==> src/rtl/coin_acceptor.sv <==
// coin_acceptor: front end for vending_mac's coin input.
// Each raw coin sensor passes through a 2-flop synchroniser and a debouncer.
// A rising edge on a debounced level becomes one coin event. Events are queued
// in a small FIFO, and coins are delivered one per cycle whenever hold is low.
//
// Ports:
//   clk         system clock; all logic runs on its rising edge
//   rst         synchronous, active-high reset
//   coin5_raw   asynchronous, bouncy 5-unit sensor (high while a coin is present)
//   coin10_raw  asynchronous, bouncy 10-unit sensor
//   hold        1 = stall delivery; the queued coins are kept
//   coin_code   registered code: 00 idle, 01 five, 10 ten (never 11)
//   coin_reject registered one-cycle pulse when a coin event is dropped on a full queue
//   fifo_count  number of events currently queued
module coin_acceptor #(
    parameter int DEB_CYCLES = 4,
    parameter int FIFO_DEPTH = 4,
    parameter int CNT_W      = 3
) (
    input  logic             clk,
    input  logic             rst,
    input  logic             coin5_raw,
    input  logic             coin10_raw,
    input  logic             hold,
    output logic [1:0]       coin_code,
    output logic             coin_reject,
    output logic [CNT_W-1:0] fifo_count
);

    localparam int DW = $clog2(DEB_CYCLES + 1);
    localparam int PW = $clog2(FIFO_DEPTH);

    // Channel index 0 is the 5-unit sensor and index 1 is the 10-unit sensor.
    logic [1:0]    raw;
    logic [1:0]    sync1, sync2;
    logic [1:0]    deb, deb_d;
    logic [DW-1:0] deb_cnt [2];
    logic [1:0]    ev;

    logic [1:0]    mem [FIFO_DEPTH];
    logic [PW-1:0] wr_ptr, rd_ptr;
    logic [CNT_W-1:0] count;

    logic           pop;
    logic [CNT_W:0] free;
    logic           acc5, acc10, drop;
    logic [CNT_W-1:0] npush;

    assign raw        = {coin10_raw, coin5_raw};
    assign ev         = deb & ~deb_d;
    assign fifo_count = count;

    // Synchroniser, debounce and edge-detect history.
    // deb_cnt counts consecutive synchronised samples that disagree with the
    // debounced level. The DEB_CYCLES-th disagreeing sample flips the level.
    always_ff @(posedge clk) begin
        if (rst) begin
            sync1 <= '0;
            sync2 <= '0;
            deb   <= '0;
            deb_d <= '0;
            for (int unsigned ch = 0; ch < 2; ch++) begin
                deb_cnt[ch] <= '0;
            end
        end else begin
            sync1 <= raw;
            sync2 <= sync1;
            deb_d <= deb;
            for (int unsigned ch = 0; ch < 2; ch++) begin
                if (sync2[ch] != deb[ch]) begin
                    if (deb_cnt[ch] == DW'(DEB_CYCLES - 1)) begin
                        deb[ch]     <= ~deb[ch];
                        deb_cnt[ch] <= '0;
                    end else begin
                        deb_cnt[ch] <= deb_cnt[ch] + 1'b1;
                    end
                end else begin
                    deb_cnt[ch] <= '0;
                end
            end
        end
    end

    // Slot allocation. A pop in the same cycle frees a slot. The 5-unit event
    // claims a slot before the 10-unit event does.
    always_comb begin
        pop   = 1'b0;
        free  = '0;
        acc5  = 1'b0;
        acc10 = 1'b0;
        drop  = 1'b0;
        npush = '0;

        pop   = !hold && (count != '0);
        free  = (CNT_W+1)'(FIFO_DEPTH) - {1'b0, count} + {{CNT_W{1'b0}}, pop};
        acc5  = ev[0] && (free != '0);
        acc10 = ev[1] && (acc5 ? (free >= (CNT_W+1)'(2)) : (free != '0));
        drop  = (ev[0] && !acc5) || (ev[1] && !acc10);
        npush = CNT_W'(acc5) + CNT_W'(acc10);
    end

    // Queue storage has no reset. Only the entries between the pointers are meaningful.
    always_ff @(posedge clk) begin
        if (!rst) begin
            if (acc5) begin
                mem[wr_ptr] <= 2'b01;
            end
            if (acc10) begin
                mem[acc5 ? wr_ptr + 1'b1 : wr_ptr] <= 2'b10;
            end
        end
    end

    always_ff @(posedge clk) begin
        if (rst) begin
            wr_ptr      <= '0;
            rd_ptr      <= '0;
            count       <= '0;
            coin_code   <= 2'b00;
            coin_reject <= 1'b0;
        end else begin
            wr_ptr      <= wr_ptr + PW'(npush);
            rd_ptr      <= rd_ptr + PW'(pop);
            count       <= count + npush - CNT_W'(pop);
            coin_code   <= pop ? mem[rd_ptr] : 2'b00;
            coin_reject <= drop;
        end
    end

endmodule

==> config.mk <==
export PLATFORM = sky130hd
export DESIGN_NAME = coin_acceptor
export DESIGN_NICKNAME = d
export VERILOG_FILES = /design/src/rtl/coin_acceptor.sv
export SDC_FILE = /design/constraint.sdc
export NUM_CORES = 1
export LEC_CHECK = 0
export ABC_AREA = 1
export BUFFER_PORTS_ARGS = -buffer_cell sky130_fd_sc_hd__buf_2
export CAP_MARGIN = 25
export CORE_MARGIN = 4
export CORE_UTILIZATION = 39
export CTS_CLUSTER_DIAMETER = 60
export CTS_CLUSTER_SIZE = 14
export DETAILED_ROUTE_END_ITERATION = 16
export PLACE_DENSITY = 0.66
export SYNTH_ARGS = -nofsm -noshare
export SYNTH_HDL_FRONTEND = slang
export SYNTH_SLANG_ARGS = --single-unit
==> constraint.sdc <==
create_clock -name clk -period 6.2 [get_ports clk]
set_input_delay 0.62 -clock clk [delete_from_list [all_inputs] [get_ports clk]]
set_output_delay 0.62 -clock clk [all_outputs]
set_load 0.005 [all_outputs]
Word level (Yosys, flattened, before mapping) --
Memories as Yosys holds them, arrays and structs flattened. A register that Yosys moved wholly into a read port is not among the register bits. Cells that the tools add are included. W data, S select, Z words.
Operators by class: add/sub/neg operators 10, order comparisons 1, eq/ne operators 4, muxes and demuxes 38, bitwise gates (word level) 11, reduce and logical (&&, ||, !) cells 14
Operator list (count):
- $mux W1 | 31
- $mux W3 | 6
- $add A3 B1 Y3 const B | 2
- $eq A3 B2 Y1 const B | 2
- $or A1 B1 Y1 | 6
- $logic_and A1 B1 Y1 | 5
- $add A4 B1 Y4 | 1
- $ge A4 B2 Y1 const B | 1
- $reduce_and A2 Y1 | 2
- $reduce_bool A4 Y1 | 1
- $sub A3 B3 Y4 const A | 1
- $add A3 B2 Y3 | 1
- $logic_not A1 Y1 | 3
- $not A1 Y1 | 3
- $reduce_bool A3 Y1 | 1
- $sub A3 B1 Y3 | 1
- $add A1 B1 Y2 | 1
- $add A2 B1 Y2 | 1
- $add A2 B1 Y2 const B | 1
- $add A2 B2 Y2 | 1
- $and A2 B2 Y2 | 1
- $mux W2 | 1
- $ne A1 B1 Y1 | 2
- $not A2 Y2 | 1
- other kinds (2) | 2
Word-level totals: bits in registers 16, bits in writable memories 14, output and inout bits 6, word-level logic and storage cells 89, memories kept 2
Memory list:
- mem | depth 4, bits a word 2, rd ports 1, clocked after Yosys merged registers in 1, write ports 2, line 40 | logic [1:0] mem [FIFO_DEPTH];
- deb_cnt | depth 2, bits a word 3, rd ports 2, clocked after Yosys merged registers in 0, write ports 2, line 37 | logic [DW-1:0] deb_cnt [2];

Logic depth before layout (Yosys ltp) --
Gate-level depths: netlist of the first run.
depth after elaboration 10, depth in mapped cells 22, gate-level depth less buffers 22

Least setup slack after synthesis of the first run --
Ideal clock, no wire load.
path type input -> register, from in hold, to reg count[2], in the netlist fifo_count[2], library setup time 0.070 ns, arrival 3.280 ns, data required time 6.130 ns, path slack 2.850 ns, stages on the path 20, path through inv_1 > o31ai_1 > ha_1 > inv_1 > ha_1 > or2_1 > nand2_2 > nand2_4 > nand2_8 > inv_2 > ha_1 > inv_1 > ha_1 > inv_1 > ha_1 > inv_1 > fa_1 > xor2_1 > or2_1 > a21oi_1
On the way: word-level cells in the longest chain between the ends 10, elaborated cells on any way between the ends 11, classes of those cells add/sub (4); order compare (1); mux (1); reduce/logical (5)
RTL lines:
- from (decl) | line 24 | input logic hold,
- $logic_not A1 Y1 * | line 94 | pop = !hold && (count != '0);
- $logic_and A1 B1 Y1 * | line 94
- branches (longest 7 deep; another with $add A4 B1 Y4)
- $sub A3 B1 Y3 * | line 124 | count <= count + npush - CNT_W'(pop);
- to (signal assigned) | line 124
- to (decl) | line 42 | logic [CNT_W-1:0] count;
Every way passes the cells marked *. A chain may end at the register's enable or synchronous reset.

Worst setup path in the final report of the first run --
from reg count[2], in the netlist fifo_count[2], to reg count[2], in the netlist fifo_count[2]
On the way: word-level cells in the longest chain between the ends 10, elaborated cells on any way between the ends 12, classes of those cells add/sub (5); order compare (1); mux (1); reduce/logical (5)
RTL lines (line):
- branches (longest 9 deep; another with $sub A3 B3 Y4)
- $sub A3 B1 Y3 * | 124
Marks and branches as above.

==> metrics.txt, run 1 <==
post-route setup slack=about 2.7 ns; via/cell ratio=4.31; Die Wd=72.4 um; crit-path cells=o31ai_1, ha_1, inv_1, ha_1, or2_1, nand2_2, nand2_4, nand2_8, inv_2, ha_1, inv_1, ha_1, inv_1, ha_1, inv_1, fa_1, xor2_1, or2_1, a21oi_1; Req. time, crit path=6.42 ns; Setup CP Type=flip-flop to flip-flop; Worst path max stage delay=0.37 ns; Global Route Usage Sum=between 10% and 20%; final WL=approximately 2500 um; Hold EP=sync2[1]; Crit-path slowest cell=fa_1; Switch Pwr=0.243 mW; antenna cells=0; Final Hold Violating Endpoints=0; Synth Warn #=0; r2r startpoint=fifo_count[2]; worst hold stages=2; Max clock buf depth=2; Pint=0.457 mW; initial core utilization=40.4%; fraction of layout cells with a size suffix above 1=about 15%; Final Cycle Share=55.9%; Antenna Nets Post-Route=0; initial antenna violation count=0; startpoint types=flip-flop; Seq cells post-synth=32; critical-path maximum fanout=6; Port Buffer Count=10; # nets final=approximately 240; clock power share=27.7%; Seq pwr share=between 30 and 40%; Inserted Clock Buffers=5; Synth Instances=roughly 200; # H-tree levels=2; FF-to-FF setup slack=2.73 ns; Mapped Area=around 1600 sq um; Die Ht=about 72 um; Seq/Total Area, Yosys=between 40% and 50%; I/O Pins=11; DIE AREA=~5200 sq um; Tmin final=roughly 3.5 ns; switch share=34.7%; Root Buffer=clkbuf_8; CTS tree=built; HP Class=flip-flop to flip-flop; area grow syn2layout=13.6%; hold_buf cts=0; # fillers=slightly below 400; clk slew on worst S/H paths=roughly 0.070 ns; Register-to-Register Path Depth=19; via count=1147; critical path's most frequent cell=ha_1; Post-CTS Setup Inserts=0; pre-CTS WS=between 2 and 3 ns; first-pass GRT wire length=4510 um; drt drc=0; DRT Pass-1 Iters=4; row cnt=23; min-delay src=sync1[1]; largest reg by FF count=mem; Max Cap Viol=0; Reg area=approximately 700 sq um; Final HPWL DP=roughly 1900 um; Final setup viols=0; Max Clock Skew=a little under 0.006 ns; DRT iter0 DRCs=43; GP Congestion=approximately 0.76; post-cts gate resize count=0; WP data arrival=3.69 ns; worst skew pair latency=roughly 0.29 ns; syn_area_per_cell=between 8 and 9 sq um; vias in the first global route=approximately 1100; maximum resistive drop on vdd=about 0.21 mV; Num Clock Sinks=32; max reg flops=8; RSZ-0062 raised after global routing=no; Worst Setup End Kind=flip-flop; multi-input combinational cell area=approximately 760 sq um; run status=complete, no violations; largest net degree at the start of global routing=19; Combinational Power Share=33.4%; PwrDens=around 380 nW/um^2; unique cell type count in the Yosys netlist=26; CP delay by family, top=adder cells; f_max=289 MHz; CP bufs+invs=5; core area=around 4000 sq um; wire per inst=~9.6 um; total gr overflow=0; max-slew violations=0; Setup TNS=0 ns; Critical R2R Capture=fifo_count[2]; leakage=0.931 nW
-- power groups by stage --
stage | clock [mW] | combinational, mW | sequential (mW)
floorplan | 0 | 0.189 | 0.273
global route | 0.207 | 0.277 | 0.279
global placement | 0 | 0.229 | 0.278
CTS | 0.199 | 0.236 | 0.273
detailed placement | 0 | 0.234 | 0.278
finish | 0.194 | 0.234 | 0.273
-- kinds of logic after synthesis --
| kind of cell | synth area share (%) |
|---|---|
| AO/OA/AOI/OAI | 7.28 |
| adder cells (fa/ha/maj) | 13.6 |
| buffers and inverters | 11.0 |
| AND/OR/NAND/NOR | 22.9 |
| XOR/XNOR | 1.63 |
| flip-flops | 43.4 |
| other | 0.232 |
-- area by class of cell --
| cell class | instances | share of cell area, % |
|---|---|---|
| Tap cell | 50 | 3.41 |
| Multi-Input combinational cell | 124 | 41.2 |
| Sequential cell | 32 | 38.2 |
| Clock inverter | 3 | 2.04 |
| Timing Repair Buffer | 10 | 2.73 |
| Clock buffer | 5 | 3.75 |
| Inverter | 42 | 8.73 |
-- worst max-delay path by stage --
stage	startpoint	endpoint	slack, ns	cells after the start
3_5_place_dp	hold	fifo_count[2]	2.62	21
5_1_grt	fifo_count[2]	fifo_count[2]	2.44	18
2_1_floorplan	hold	fifo_count[2]	2.85	20
3_3_place_gp	hold	fifo_count[2]	2.69	21
6_report	fifo_count[2]	fifo_count[2]	2.73	19
4_1_cts	fifo_count[2]	fifo_count[2]	2.73	19
-- worst min-delay path: stages, from the launching register on --
cell     delay, ns
dfxtp_1       0.30
inv_1         0.04
nor2_1        0.03
-- Yosys cell counts, drive strengths merged --
cell type | n | area [sq um]
xor2 | 2 | 17.5
o31ai | 1 | 7.51
clkbuf | 2 | 17.5
nor2 | 26 | 115
nand2 | 38 | 189
ha | 16 | 200
nand3b | 1 | 7.51
nand3 | 9 | 45.0
fa | 1 | 20.0
dfxtp | 26 | 521
conb | 1 | 3.75
a21oi | 12 | 60.1
o211ai | 2 | 15.0
or2 | 2 | 12.5
edfxtp | 6 | 180
inv | 42 | 160
o21ai | 7 | 35.0
xnor2 | 1 | 8.76
-- cells in the final DEF, fill, tap and decap left out, types with 2 or more instances in the layout --
cell / count
o211ai_1: 2
dfxtp_1: 26
a21oi_1: 12
conb_1: 6
edfxtp_1: 6
inv_2: 2
buf_2: 10
ha_1: 16
nand2_2: 9
nand3_1: 9
o21ai_0: 7
nor2_4: 2
nor2_1: 23
nand2_1: 27
xor2_1: 2
or2_1: 2
clkbuf_8: 5
inv_1: 39
clkinv_1: 2
-- metrics by stage --
stage | util (%) | hold slack [ns] | cell area (sq um) | std cells | power, mW
after floorplan | - | 0.388 | 1630 | 200 | 0.463
after global placement | 43.2 | 0.396 | 1730 | 258 | 0.508
after detailed placement | 43.2 | 0.393 | 1730 | 258 | 0.511
after CTS | 45.9 | 0.403 | 1840 | 266 | 0.708
after global routing | 45.9 | 0.435 | 1840 | 266 | 0.763
final | 45.9 | 0.402 | 1840 | 266 | 0.700
-- per-layer routing --
layer	share of wire, %	global-route usage (%)	vias to the layer above	wire length, um
met2	44	17.0	19	1110
met4	0.75	4.59	0	19
met3	5.8	5.82	2	148
met1	50	13.8	494	1270
li1	-	-	632	-
met5	0	0	-	0
Power figures use the tool's default switching activity.
==> run 2: changes to the inputs <==
==> constraint.sdc (replaced) <==
create_clock -name clk -period 3.44 [get_ports clk]
set_input_delay 0.344 -clock clk [delete_from_list [all_inputs] [get_ports clk]]
set_output_delay 0.344 -clock clk [all_outputs]
set_load 0.005 [all_outputs]
==> metrics.txt, run 2 (same netlist as run 1, synthesis figures left out) <==
initial antenna violation count=0; first-pass GRT wire length=~4800 um; # nets final=around 250; Worst Setup End Kind=flip-flop; via/cell ratio=around 4.3; Max Clock Skew=between 0.0015 and 0.002 ns; Final HPWL DP=a little under 2000 um; critical-path maximum fanout=5; maximum resistive drop on vdd=0.396 mV; Final Cycle Share=94.0%; area grow syn2layout=20.7%; DRT iter0 DRCs=50; HP Class=primary input to flip-flop; Inserted Clock Buffers=5; largest net degree at the start of global routing=19; Worst path max stage delay=0.34 ns; initial core utilization=about 40%; drt drc=0; vias in the first global route=between 1000 and 1500; Max clock buf depth=2; Port Buffer Count=10; WP data arrival=between 3 and 4 ns; Setup CP Type=flip-flop to flip-flop; fraction of layout cells with a size suffix above 1=a little under a quarter; pre-CTS WS=approximately 0.023 ns; Root Buffer=clkbuf_8; post-layout util=between 40% and 50%; hold_buf cts=0; placed cell areas=around 1700 sq um; most frequent cells in the layout=39 x inv_1, 25 x nand2_1, 24 x dfxtp_1, 23 x nor2_1, 14 x ha_1; Req. time, crit path=3.65 ns; Final setup viols=0; Die Wd=approximately 72 um; Global Route Usage Sum=between 10% and 20%; DIE AREA=~5200 sq um; most common cell after layout, fill and taps aside=inv_1; total gr overflow=0; CTS tree=built; fin cells=275; critical path's most frequent cell=inv_1; RSZ-0062 raised after global routing=no; Max Cap Viol=0; Num Clock Sinks=32; Antenna Nets Post-Route=0; I/O Pins=11; Die Ht=just over 70 um; PwrDens=702 nW/um^2; post-route setup slack=0.208 ns; worst hold margin=~0.26 ns; Setup TNS=0 ns; Tmin final=around 3.2 ns; clk slew on worst S/H paths=about 0.070 ns; f_max=~310 MHz; row cnt=23; post-route cell area=1950 sq um; largest reg by FF count=mem; run status=complete, no violations; startpoint types=flip-flop; wire per inst=slightly below 10 um; final WL=around 2700 um; Crit-path slowest cell=dfxtp_2; Post-Place Cells=260; antenna cells=0; worst skew pair latency=between 0.2 and 0.3 ns; DRT Pass-1 Iters=5; Design Power=about 1.4 mW; max-slew violations=0; via count=1188; core area=approximately 4000 sq um; # H-tree levels=2; max reg flops=8; leakage=0.974 nW; Final Hold Violating Endpoints=0; crit-path cells=o31ai_4, ha_2, inv_1, ha_1, or2_1, nand2_2, nand2_4, nand2_8, inv_2, ha_4, inv_1, ha_1, inv_1, ha_1, inv_1, fa_2, xor2_1, or2_1, a21oi_1; GP Congestion=between 0.7 and 0.8
run 2: routing by layer:
layer	GRT usage (%)	wire, um	part of all wire, %	vias to the layer above
li1	-	-	-	655
met1	14.1	1310	49	510
met2	18.6	1190	44	19
met3	3.88	135	5.0	4
met4	8.98	60	2.2	0
met5	0	0	0	-
run 2: final timing paths:
| kind | startpoint | end | slack (ns) | cells past startpoint |
|---|---|---|---|---|
| setup / recovery | fifo_count[1] | fifo_count[2] | 0.21 | 19 |
| hold / removal | coin10_raw | sync1[1] | 0.26 | 3 |
| setup reg to reg | fifo_count[1] | fifo_count[2] | 0.21 | 19 |
| hold reg to reg | sync1[0] | sync2[0] | 0.41 | 2 |
run 2: what timing repair did:
action                     CTS  global route
setup endpoints to repair    1             1
setup buffers                0             7
pin swaps                    0             6
hold endpoints to repair     0             0
gates resized for setup      1            10
run 2: cell type report:
class	instances	area (sq um)
Fill cell	404	2050
Multi-Input combinational cell	124	796
Inverter	42	160
Sequential cell	32	706
Clock buffer	6	72.6
Tap cell	50	62.6
Timing Repair Buffer	19	118
Clock inverter	2	35.0
run 2: where the power goes:
group	switching, mW	internal (mW)	total [mW]
logic	0.281	0.236	0.517
registers	0.0489	0.450	0.499
clock network	0.137	0.215	0.352
run 2: critical path, delay by kind of cell, from the launching register on:
family	cells	cell delay [ns]
simple gates	5	0.71
buf+inv	5	0.23
xor+xnor	1	0.15
fa+ha+maj	6	1.35
flops	1	0.34
compound gates	2	0.38
==> run 3: changes to the inputs <==
--- a/config.mk
+++ b/config.mk
@@ -13,7 +13,7 @@
 export CTS_CLUSTER_DIAMETER = 60
 export CTS_CLUSTER_SIZE = 14
 export DETAILED_ROUTE_END_ITERATION = 16
-export PLACE_DENSITY = 0.66
+export PLACE_DENSITY = 0.63
 export SYNTH_ARGS = -nofsm -noshare
 export SYNTH_HDL_FRONTEND = slang
 export SYNTH_SLANG_ARGS = --single-unit
==> metrics.txt, run 3 (same netlist as run 1, synthesis figures left out) <==
run status=complete, no violations; clk slew on worst S/H paths=around 0.070 ns; final WL=approximately 2600 um; Root Buffer=clkbuf_8; Req. time, crit path=roughly 3.7 ns; DIE AREA=~5200 sq um; drt drc=0; r2r startpoint=fifo_count[0]; Inserted Clock Buffers=5; vias in the first global route=around 1100; most common cell after layout, fill and taps aside=inv_1; max-slew violations=0; Final Cycle Share=between 90% and 100%; Global Route Usage Sum=between 10% and 20%; Max clock buf depth=2; Die Wd=slightly above 70 um; post-route cell area=roughly 1900 sq um; placed cell areas=around 1800 sq um; via count=roughly 1200; f_max=roughly 310 MHz; # nets final=around 240; row cnt=23; largest reg by FF count=mem; switch share=approximately a third; Max Cap Viol=0; wire per inst=between 9 and 10 um; I/O Pins=11; max reg flops=8; Setup CP Type=flip-flop to flip-flop; Post-Place Cells=261; HP Class=primary input to flip-flop; clock power share=between 20% and 30%; Max Clock Skew=a little over 0.005 ns; Design Power=around 1.3 mW; Final Hold Violating Endpoints=0; Pint=0.860 mW; min-delay src=coin10_raw; worst hold margin=about 0.26 ns; WP data arrival=~3.5 ns; RSZ-0062 raised after global routing=no; Worst Setup End Kind=flip-flop; DRT iter0 DRCs=25; Antenna Nets Post-Route=0; leakage=between 0.9 and 1 nW; total gr overflow=0; initial antenna violation count=0; Setup TNS=0 ns; Tmin final=about 3.3 ns; Combinational Power Share=35.9%; core area=about 4000 sq um; Switch Pwr=0.461 mW; Final HPWL DP=roughly 1900 um; CTS tree=built; via/cell ratio=4.29; fin cells=between 200 and 300; most frequent cells in the layout=39 x inv_1, 26 x nand2_1, 26 x dfxtp_1, 23 x nor2_1, 14 x ha_1; Die Ht=between 70 and 80 um; worst skew pair latency=0.29 ns; startpoint types=flip-flop; area grow syn2layout=18.3%; PwrDens=691 nW/um^2; DRT Pass-1 Iters=4; largest net degree at the start of global routing=19; Num Clock Sinks=32; # H-tree levels=2; fraction of layout cells with a size suffix above 1=21.3%; critical path startpoint=fifo_count[0]; Port Buffer Count=10; maximum resistive drop on vdd=0.396 mV; Final setup viols=0; initial core utilization=40.4%; first-pass GRT wire length=4540 um; antenna cells=0; critical-path maximum fanout=4; GP Congestion=~0.84; Seq pwr share=37.0%
run 3: worst paths after layout:
kind | to | slack [ns] | cells after the start
setup / recovery | fifo_count[2] | 0.19 | 19
hold / removal | sync1[1] | 0.26 | 3
setup reg to reg | fifo_count[2] | 0.19 | 19
hold reg to reg | sync2[1] | 0.41 | 2
run 3: power by group through the flow:
stage          clock (mW)  sequential [mW]  combinational (mW)
6_report            0.358            0.489               0.474
5_1_grt             0.388            0.497               0.547
4_1_cts             0.371            0.488               0.452
3_5_place_dp            0            0.496               0.448
3_3_place_gp            0            0.495               0.444
2_1_floorplan           0            0.493               0.341
run 3: area by class of cell:
class                           count  area, sq um
Timing Repair Buffer               15         87.6
Sequential cell                    32          701
Inverter                           42          160
Tap cell                           50         62.6
Clock inverter                      3         42.5
Fill cell                         401         2090
Clock buffer                        5         68.8
Multi-Input combinational cell    124          788
run 3: what timing repair did:
action / 4_1_cts / 5_1_grt
hold buffers: 0 / 0
setup buffers: 0 / 2
setup endpoints to repair: 0 / 1
resized for setup: 0 / 7
run 3: critical path, stage by stage (launching register included):
cell,delay (ns)
dfxtp_1,0.32
o31ai_2,0.29
ha_2,0.23
inv_1,0.04
ha_1,0.17
or2_1,0.21
nand2_2,0.11
nand2_1,0.08
nand2_2,0.07
inv_1,0.06
ha_4,0.26
inv_1,0.04
ha_1,0.26
inv_1,0.06
ha_1,0.13
inv_1,0.05
fa_2,0.33
xor2_1,0.16
or2_1,0.22
a21oi_2,0.10
run 3: metrics by stage:
stage	util, %	setup WS (ns)
after floorplan	-	0.143
after global placement	43.8	0.119
after detailed placement	43.8	0.0363
after CTS	46.6	0.0337
after global routing	47.8	0.00451
final	47.8	0.187
run 3: layer usage:
| metal | track usage, % | wire length, um | up-vias |
|---|---|---|---|
| li1 | - | - | 639 |
| met1 | 13.5 | 1240 | 504 |
| met2 | 17.7 | 1200 | 15 |
| met3 | 3.32 | 92 | 4 |
| met4 | 6.89 | 42 | 0 |
| met5 | 0 | 0 | - |
